<file path="src/rtl/time_lock_pkg.sv">
// Shared types for the multi-stage time-lock sequencer.
// Encodings outside the named states are treated as LOCKOUT by the FSM.
package time_lock_pkg;

    localparam int unsigned TL_STATE_W = 3;

    typedef enum logic [TL_STATE_W-1:0] {
        IDLE    = 3'd0,
        RUN     = 3'd1,
        DONE    = 3'd2,
        FAIL    = 3'd3,
        LOCKOUT = 3'd4
    } tl_state_e;

endpackage

</file>
<file path="src/rtl/dwell_timer.sv">
// Per-stage dwell counter: load latches the dwell length and zeroes the count,
// clear restarts the count, inc advances it; expire flags the last cycle of a stage.
module dwell_timer #(
    parameter int unsigned DWELL_W = 4
) (
    input  logic               i_clk,
    input  logic               i_reset,
    input  logic               i_load,
    input  logic [DWELL_W-1:0] i_dwell,
    input  logic               i_clear,
    input  logic               i_inc,
    output logic               o_expire
);

    logic [DWELL_W-1:0] r_dwell;
    logic [DWELL_W-1:0] r_timer;

    always_ff @(posedge i_clk or posedge i_reset) begin
        if (i_reset) begin
            r_dwell <= '0;
            r_timer <= '0;
        end else if (i_load) begin
            r_dwell <= i_dwell;
            r_timer <= '0;
        end else if (i_clear) begin
            r_timer <= '0;
        end else if (i_inc) begin
            r_timer <= r_timer + DWELL_W'(1);
        end
    end

    // Dwell is never loaded as zero, so dwell-1 cannot underflow during a run.
    assign o_expire = (r_timer == (r_dwell - DWELL_W'(1)));

endmodule

</file>
<file path="src/rtl/time_lock_seq.sv">
// Parametrised time-lock sequencer: NUM_STAGES timed stages qualified by hold,
// with sticky tamper lockout and escalation to lockout after MAX_FAILS failures.
module time_lock_seq
    import time_lock_pkg::*;
#(
    parameter int unsigned NUM_STAGES = 3,
    parameter int unsigned DWELL_W    = 4,
    parameter int unsigned MAX_FAILS  = 3,
    localparam int unsigned SW        = $clog2(NUM_STAGES + 1),
    localparam int unsigned FW        = $clog2(MAX_FAILS + 1)
) (
    input  logic               i_clk,
    input  logic               i_reset,
    input  logic               i_start,
    input  logic [DWELL_W-1:0] i_dwell_in,
    input  logic               i_hold,
    input  logic               i_tamper,
    input  logic               i_clear,
    output logic [SW-1:0]      o_stage,
    output logic               o_busy,
    output logic               o_done,
    output logic               o_fail,
    output logic               o_alarm,
    output logic [FW-1:0]      o_fail_cnt
);

    tl_state_e     r_state;
    tl_state_e     w_state_d;
    logic [SW-1:0] r_stage;
    logic [SW-1:0] w_stage_d;
    logic [FW-1:0] r_fail_cnt;
    logic [FW-1:0] w_fail_cnt_d;
    logic [FW-1:0] w_fail_inc;
    logic          w_tmr_load;
    logic          w_tmr_clear;
    logic          w_tmr_inc;
    logic          w_expire;

    dwell_timer #(
        .DWELL_W (DWELL_W)
    ) u_dwell_timer (
        .i_clk    (i_clk),
        .i_reset  (i_reset),
        .i_load   (w_tmr_load),
        .i_dwell  (i_dwell_in),
        .i_clear  (w_tmr_clear),
        .i_inc    (w_tmr_inc),
        .o_expire (w_expire)
    );

    assign w_fail_inc = (r_fail_cnt == FW'(MAX_FAILS)) ? r_fail_cnt : r_fail_cnt + FW'(1);

    always_ff @(posedge i_clk or posedge i_reset) begin
        if (i_reset) begin
            r_state    <= IDLE;
            r_stage    <= '0;
            r_fail_cnt <= '0;
        end else begin
            r_state    <= w_state_d;
            r_stage    <= w_stage_d;
            r_fail_cnt <= w_fail_cnt_d;
        end
    end

    always_comb begin
        w_state_d    = r_state;
        w_stage_d    = r_stage;
        w_fail_cnt_d = r_fail_cnt;
        w_tmr_load   = 1'b0;
        w_tmr_clear  = 1'b0;
        w_tmr_inc    = 1'b0;
        if (i_tamper) begin
            w_state_d = LOCKOUT;
            w_stage_d = '0;
        end else begin
            case (r_state)
                IDLE: begin
                    if (i_start && (i_dwell_in != '0)) begin
                        w_state_d  = RUN;
                        w_stage_d  = SW'(1);
                        w_tmr_load = 1'b1;
                    end
                end
                RUN: begin
                    // Losing hold wins over a coincident expiry.
                    if (!i_hold) begin
                        w_stage_d    = '0;
                        w_fail_cnt_d = w_fail_inc;
                        w_state_d    = (w_fail_inc == FW'(MAX_FAILS)) ? LOCKOUT : FAIL;
                    end else if (w_expire) begin
                        if (r_stage < SW'(NUM_STAGES)) begin
                            w_stage_d   = r_stage + SW'(1);
                            w_tmr_clear = 1'b1;
                        end else begin
                            w_state_d    = DONE;
                            w_stage_d    = '0;
                            w_fail_cnt_d = '0;
                        end
                    end else begin
                        w_tmr_inc = 1'b1;
                    end
                end
                DONE: begin
                    w_fail_cnt_d = '0;
                    if (i_clear) begin
                        w_state_d = IDLE;
                    end
                end
                FAIL: begin
                    if (i_clear) begin
                        w_state_d = IDLE;
                    end
                end
                LOCKOUT: begin
                    w_state_d = LOCKOUT;
                end
                default: begin
                    w_state_d = LOCKOUT;
                    w_stage_d = '0;
                end
            endcase
        end
    end

    always_comb begin
        o_stage    = '0;
        o_busy     = 1'b0;
        o_done     = 1'b0;
        o_fail     = 1'b0;
        o_alarm    = 1'b0;
        o_fail_cnt = r_fail_cnt;
        case (r_state)
            IDLE: begin
            end
            RUN: begin
                o_busy  = 1'b1;
                o_stage = r_stage;
            end
            DONE: begin
                o_done = 1'b1;
            end
            FAIL: begin
                o_fail = 1'b1;
            end
            default: begin
                o_fail  = 1'b1;
                o_alarm = 1'b1;
            end
        endcase
    end

endmodule

</file>
<file path="config.mk">
export PLATFORM = sky130hd
export DESIGN_NAME = time_lock_seq
export DESIGN_NICKNAME = d
export VERILOG_FILES = /design/src/rtl/time_lock_pkg.sv /design/src/rtl/dwell_timer.sv /design/src/rtl/time_lock_seq.sv
export SDC_FILE = /design/constraint.sdc
export NUM_CORES = 1
export LEC_CHECK = 0
export CORE_MARGIN = 2
export CORE_UTILIZATION = 35
export CTS_CLUSTER_DIAMETER = 100
export DETAILED_ROUTE_END_ITERATION = 10
export HOLD_SLACK_MARGIN = 0.05
export MAX_ROUTING_LAYER = met4
export PLACE_DENSITY = 0.57
export SLEW_MARGIN = 20
export SYNTH_ARGS = -nofsm -noshare
export SYNTH_HDL_FRONTEND = slang
export SYNTH_SLANG_ARGS = --single-unit
</file>
<file path="constraint.sdc">
create_clock -name i_clk -period 1.9 [get_ports i_clk]
set_clock_uncertainty 0.15 [all_clocks]
set_input_delay 0.38 -clock i_clk [delete_from_list [all_inputs] [get_ports i_clk]]
set_output_delay 0.38 -clock i_clk [all_outputs]
set_load 0.03 [all_outputs]
</file>
Word level (Yosys, flattened, before mapping):

Cells that the tools add are included.

* output and inout bits: 8
* word-level logic and storage cells: 76
* flip-flop bits (word level): 15

* add/subtract/negate cells: 4
* eq/ne operators: 14
* mux-type cells: 39
* $lt $le $gt $ge: 1
* reduce and logical (&&, ||, !) cells: 12
* bitwise logic cells: 1

Operators by type and width (number)
* 3-bit 2-to-1 mux: 7
* 2-bit 2-to-1 mux: 10
* 1-bit 2-to-1 mux: 16
* 4-bit 2-to-1 mux: 3
* 3-bit case mux with 3 select lines: 1
* 4-bit AND reduction: 2
* 3-bit by 2-bit equality test with 1-bit output (second input constant): 2
* 3-bit inequality test (second input constant): 2
* 2-bit case mux with 3 select lines: 1
* 3-bit OR reduction: 2
* 2-bit by 1-bit adder with 2-bit output (second input constant): 2
* 4-bit by 1-bit adder with 4-bit output (second input constant): 1
* 2-bit equality test (second input constant): 2
* 4-bit equality test: 1
* 4-bit by 3-bit inequality test with 1-bit output (second input constant): 1
* 4-bit inequality test (second input constant): 1
* 2-bit case mux with 2 select lines: 1
* 4-bit nonzero test: 1
* 4-bit OR reduction: 1
* 4-bit by 1-bit subtractor with 4-bit output (second input constant): 1
* 3-bit by 1-bit equality test with 1-bit output (second input constant): 1
* 3-bit equality test (second input constant): 1
* 3-bit zero test: 1
* 3-bit by 1-bit inequality test with 1-bit output (second input constant): 1
* 9 further kinds: 9

Longest topological paths before layout:

* word-level depth: 9
* mapped depth: 7
* depth with buffers taken out: 7

By module:

From an unflattened synthesis, not the netlist that was laid out.

* cells, all modules: 97
* area total of the unflattened synthesis: 937.1 µm²

Modules (own cells, without submodules)
* time_lock_seq: cells each 59, area an instance 514.2 µm², instances 1
* dwell_timer: cells each 38, area an instance 422.9 µm², instances 1

Least setup slack after synthesis:

OpenSTA, ideal clock, no wires.

* path kind: register to register
* from: reg u_dwell_timer.r_dwell[0]
* to: reg r_stage[0]
* setup time: 0.128 ns
* cell stages (with the launch flop): 8
* data arrival time: 1.751 ns
* path slack: -0.128 ns
* data required time: 1.622 ns
* cells stage by stage: dfrtp_1 inv_1 ha_1 xnor2_1 nor3_2 a21oi_2 a211oi_4 mux2_1

* word-level cells in the longest chain between the ends: 4

RTL lines
* start: declaration: RTL line dwell_timer.sv:15 `logic [DWELL_W-1:0] r_dwell;`
* start signal: assignment: RTL line dwell_timer.sv:23 `r_dwell <= i_dwell;`
* 4-bit by 1-bit subtractor with 4-bit output: RTL line dwell_timer.sv:33 `assign o_expire = (r_timer == (r_dwell - DWELL_W'(1)));`
* 4-bit equality test: RTL line dwell_timer.sv:33
* 4-bit by 3-bit inequality test with 1-bit output (no source line)
* 3-bit AND reduction (no source line)
* end signal: assignment: RTL line time_lock_seq.sv:60 `r_stage <= w_stage_d;`
* end: declaration: RTL line time_lock_seq.sv:29 `logic [SW-1:0] r_stage;`

No other way between the ends.
A chain may end at the register's enable or synchronous reset.

Worst setup path after layout:

* from: reg u_dwell_timer.r_dwell[1]
* to: reg u_dwell_timer.r_timer[1]

* word-level cells in the longest chain between the ends: 8

RTL lines
* 4-bit by 1-bit subtractor with 4-bit output (*): RTL line dwell_timer.sv:33
* 4-bit equality test (*): RTL line dwell_timer.sv:33
* 1-bit 2-to-1 mux: RTL line time_lock_seq.sv:90 `end else if (w_expire) begin`
* 1-bit 2-to-1 mux: RTL line time_lock_seq.sv:86 `if (!i_hold) begin`
* 1-bit 2-to-1 mux: RTL line time_lock_seq.sv:76 `case (r_state)`
* 1-bit 2-to-1 mux: RTL line time_lock_seq.sv:72 `if (i_tamper) begin`
* 4-bit 2-to-1 mux: RTL line dwell_timer.sv:25 `end else if (i_clear) begin`
* 4-bit 2-to-1 mux: RTL line dwell_timer.sv:22 `end else if (i_load) begin`
* end signal: assignment: RTL line dwell_timer.sv:28 `r_timer <= r_timer + DWELL_W'(1);`
* end: declaration: RTL line dwell_timer.sv:16 `logic [DWELL_W-1:0] r_timer;`

Every way passes the cells marked *; elsewhere a longest branch is shown, timed or not.

==> flow_summary_export.csv <==
group,metric,value,unit
run_status,status,"finished with violations",
run_status,violations,"negative setup slack",
sta,period_share,105.6,%
global_routing,antenna_found_initial,0,
pwr,power,705.5,uW
finish,final_util,57.16,%
pwr,swShare,28.51,%
routing,drtPass1Iterations,4,
routing,drt_iter0_markers,20,
hold_path,hold_path_class,"in2async",
synth,syn_area_per_cell,9.718,um^2
cts,cts_buffers,3,
routing,drt-total-wl,2555,um
pwr,p_leak,0.7034,nW
setup_path,cp_slowest_cell,"dfrtp_1",
cts,tritoncts,"yes",
sta,worst_pin_slew,0.5836,ns
routing,routed_via_density,5.196,
finish,fin_cells,184,
global_routing,grt_max_degree,16,
finish,nNetsFinal,167,
routing,wire_per_inst,13.89,um
global_routing,grt_overflow_total,0,
setup_path,crit_chain,"inv_2 -> ha_4 -> xnor2_4 -> nor3_4 -> buf_4 -> buf_6 -> a31oi_2 -> nand2b_1 -> a21oi_1",
finish,drive_above_1_share,43.14,%
place,gp_congestion,0.8692,
synth,ys_ff_latch,15,
cts,path_clk_slew,0.10,ns
floorplan,fp.dieArea,3303,um^2
cts,cts_sinks,15,
pwr,pwr_density_cell,451.4,nW/um^2
synth,syn_area,1001,um^2
synth,synth_edf_count,0,
sta,max_slew_margin,60.73,%
place,dp.cells,173,
pwr,peakVddDrop,0.3471,mV
pwr,intPower,504.4,uW
floorplan,ios,18,
sta,min_period,2.006,ns
setup_path,required,1.97,ns
sta,slew_viol_final,0,
synth,synth_seq_area_share,37.50,%
synth,syn_nets,116,
pwr,combPwrFrac,23.7,%
synth,ys_types,42,
setup_path,startpoint_type,"flop",
setup_path,path_class,"reg2reg",
sta,setup_slack,-0.1063,ns
finish,final_cell_mix,"buf_4, dfrtp_1, clkdlybuf4s50_1",
sta,rsz0062_at_grt,"true",
synth,synth_async_sr_flop_share,100.0,%
routing,antenna_left,0,
floorplan,core,2734,um^2
sta,clock.fmax,498.4,MHz
setup_path,critPathMaxFanout,4,
cts,clock_path_buffers,2,
cts,cts_root_buf,"clkbuf_4",
place,hpwl,1858,um
routing,post-route-drc-count,0,
floorplan,num_rows,19,
finish,design_area,1563,um^2
floorplan,die_w,57.48,um
place,place_area,1383,um^2
pwr,power.share.sequential,48.6,%
synth,yosys_warnings,0,
setup_path,cp.arrival,2.08,ns
cts,clk_latency,0.29,ns
floorplan,start_util,36.61,%
place,numPortBuffers,17,
routing,num_vias,956,
pwr,switchingPower,201.1,uW
flow_run,cap_violations,0,
global_routing,grt_pass1_vias,920,
cts,h-tree-depth,1,
cts,cts.hold.buffers_added,0,
setup_path,slowest_delay,0.40,ns
setup_path,cp-end-kind,"flop",
finish,area_growth,56.13,%
sta,setup_violations,8,
global_routing,grt_pass1_wl,4271,um
synth,synth_ff_type,"dfrtp_1",
global_routing,grtUsageTotal,17.71,%
pwr,p_clk_share,27.7,%
sta,hold_violations,0,
floorplan,fp.dieH,57.48,um
finish,n_antenna_cell,0,
synth,synthCells,103,
sta,fin_tns_setup,-0.4466,ns
finish,final_common_cell,"buf_4",
registers in the layout, indices dropped and copies added, names as in the netlist:
register,count
o_fail_cnt,2
u_dwell_timer.r_dwell,4
r_state,3
r_stage,2
u_dwell_timer.r_timer,4
area by class of cell:
class	count	area, um^2
Timing Repair Buffer	50	410.4
Fill cell	253	1171
Multi-Input combinational cell	75	675.6
Tap cell	31	38.79
Inverter	9	33.78
Clock buffer	4	26.28
Sequential cell	15	377.9
routing by layer:
metal | global-route usage [%] | vias up | wire, um
li1 | - | 473 | -
met1 | 20.91 | 456 | 1118
met2 | 28.41 | 19 | 1280
met3 | 3.401 | 8 | 88
met4 | 9.302 | 0 | 68
met5 | - | - | 0
cells in the mapped netlist (2+ instances only):
| cell | count | area (um^2) |
|---|---|---|
| xnor2_1 | 3 | 26.28 |
| buf_2 | 3 | 15.01 |
| a211o_1 | 2 | 17.52 |
| nor3_1 | 3 | 15.01 |
| mux2i_1 | 2 | 20.02 |
| inv_1 | 9 | 33.78 |
| nand2b_1 | 3 | 18.77 |
| a21oi_1 | 6 | 30.03 |
| o32ai_1 | 3 | 26.28 |
| mux2_2 | 2 | 22.52 |
| o21ai_0 | 7 | 35.03 |
| ha_1 | 3 | 37.54 |
| dfrtp_1 | 15 | 375.4 |
| nand2_1 | 7 | 26.28 |
| nor2_1 | 6 | 22.52 |
| mux2_1 | 2 | 22.52 |
| nand3_1 | 2 | 10.01 |
cell families after synthesis:
family	after synthesis	share of synthesized area (%)
and+or+nand+nor	32	18.63
AOI/OAI and AO/OA	29	22.50
DFF	15	37.50
muxes	6	6.500
buffers and inverters	13	5.249
xor gates and xnor gates	5	5.875
adders and majority gates	3	3.750
path summary, 6_finish.rpt:
path                                                      start                                    to  slack (ns)  depth (start not counted)
max                        u_dwell_timer.r_dwell[1]$_DFFE_PP0P_  u_dwell_timer.r_timer[1]$_DFFE_PP0P_       -0.11                          9
min                                                     i_reset  u_dwell_timer.r_dwell[3]$_DFFE_PP0P_        0.22                          3
max reg2reg                u_dwell_timer.r_dwell[1]$_DFFE_PP0P_  u_dwell_timer.r_timer[1]$_DFFE_PP0P_       -0.11                          9
min reg2reg                u_dwell_timer.r_dwell[3]$_DFFE_PP0P_  u_dwell_timer.r_dwell[3]$_DFFE_PP0P_        0.39                          1
max in group asynchronous                               i_reset                r_state[2]$_DFFE_PP0P_        1.19                          3
min in group i_clk         u_dwell_timer.r_dwell[3]$_DFFE_PP0P_  u_dwell_timer.r_dwell[3]$_DFFE_PP0P_        0.39                          1
power groups by stage:
stage	registers (mW)	clock network (mW)	logic, mW
CTS	0.343	0.199	0.164
detailed placement	0.348	0	0.134
floorplan	0.355	0	0.0545
global route	0.344	0.222	0.180
finish	0.343	0.196	0.167
global placement	0.348	0	0.132
critical path: cells and delay by family, from the launching register on:
family	cells	cell delay, ns
compound gates	2	0.26
xor+xnor	1	0.13
fa+ha+maj	1	0.22
buf+inv	3	0.33
flops	1	0.40
simple gates	2	0.45
stage by stage:
stage	setup slack (ns)	hold WS [ns]
floorplan	-0.06162	0.1315
global placement	-0.2319	0.3633
detailed placement	-0.2592	0.3699
CTS	-0.1097	0.2277
global route	-0.1976	0.2704
finish	-0.1063	0.2209
timing repair:
item / 4_1_cts / 5_1_grt
cloned: 0 / 0
buffers inserted: 5 / 2
endpoints found under the setup margin: 13 / 12
pin swaps: 5 / 2
resized for setup: 17 / 7
Note: power is estimated with default switching activity, not from simulation.
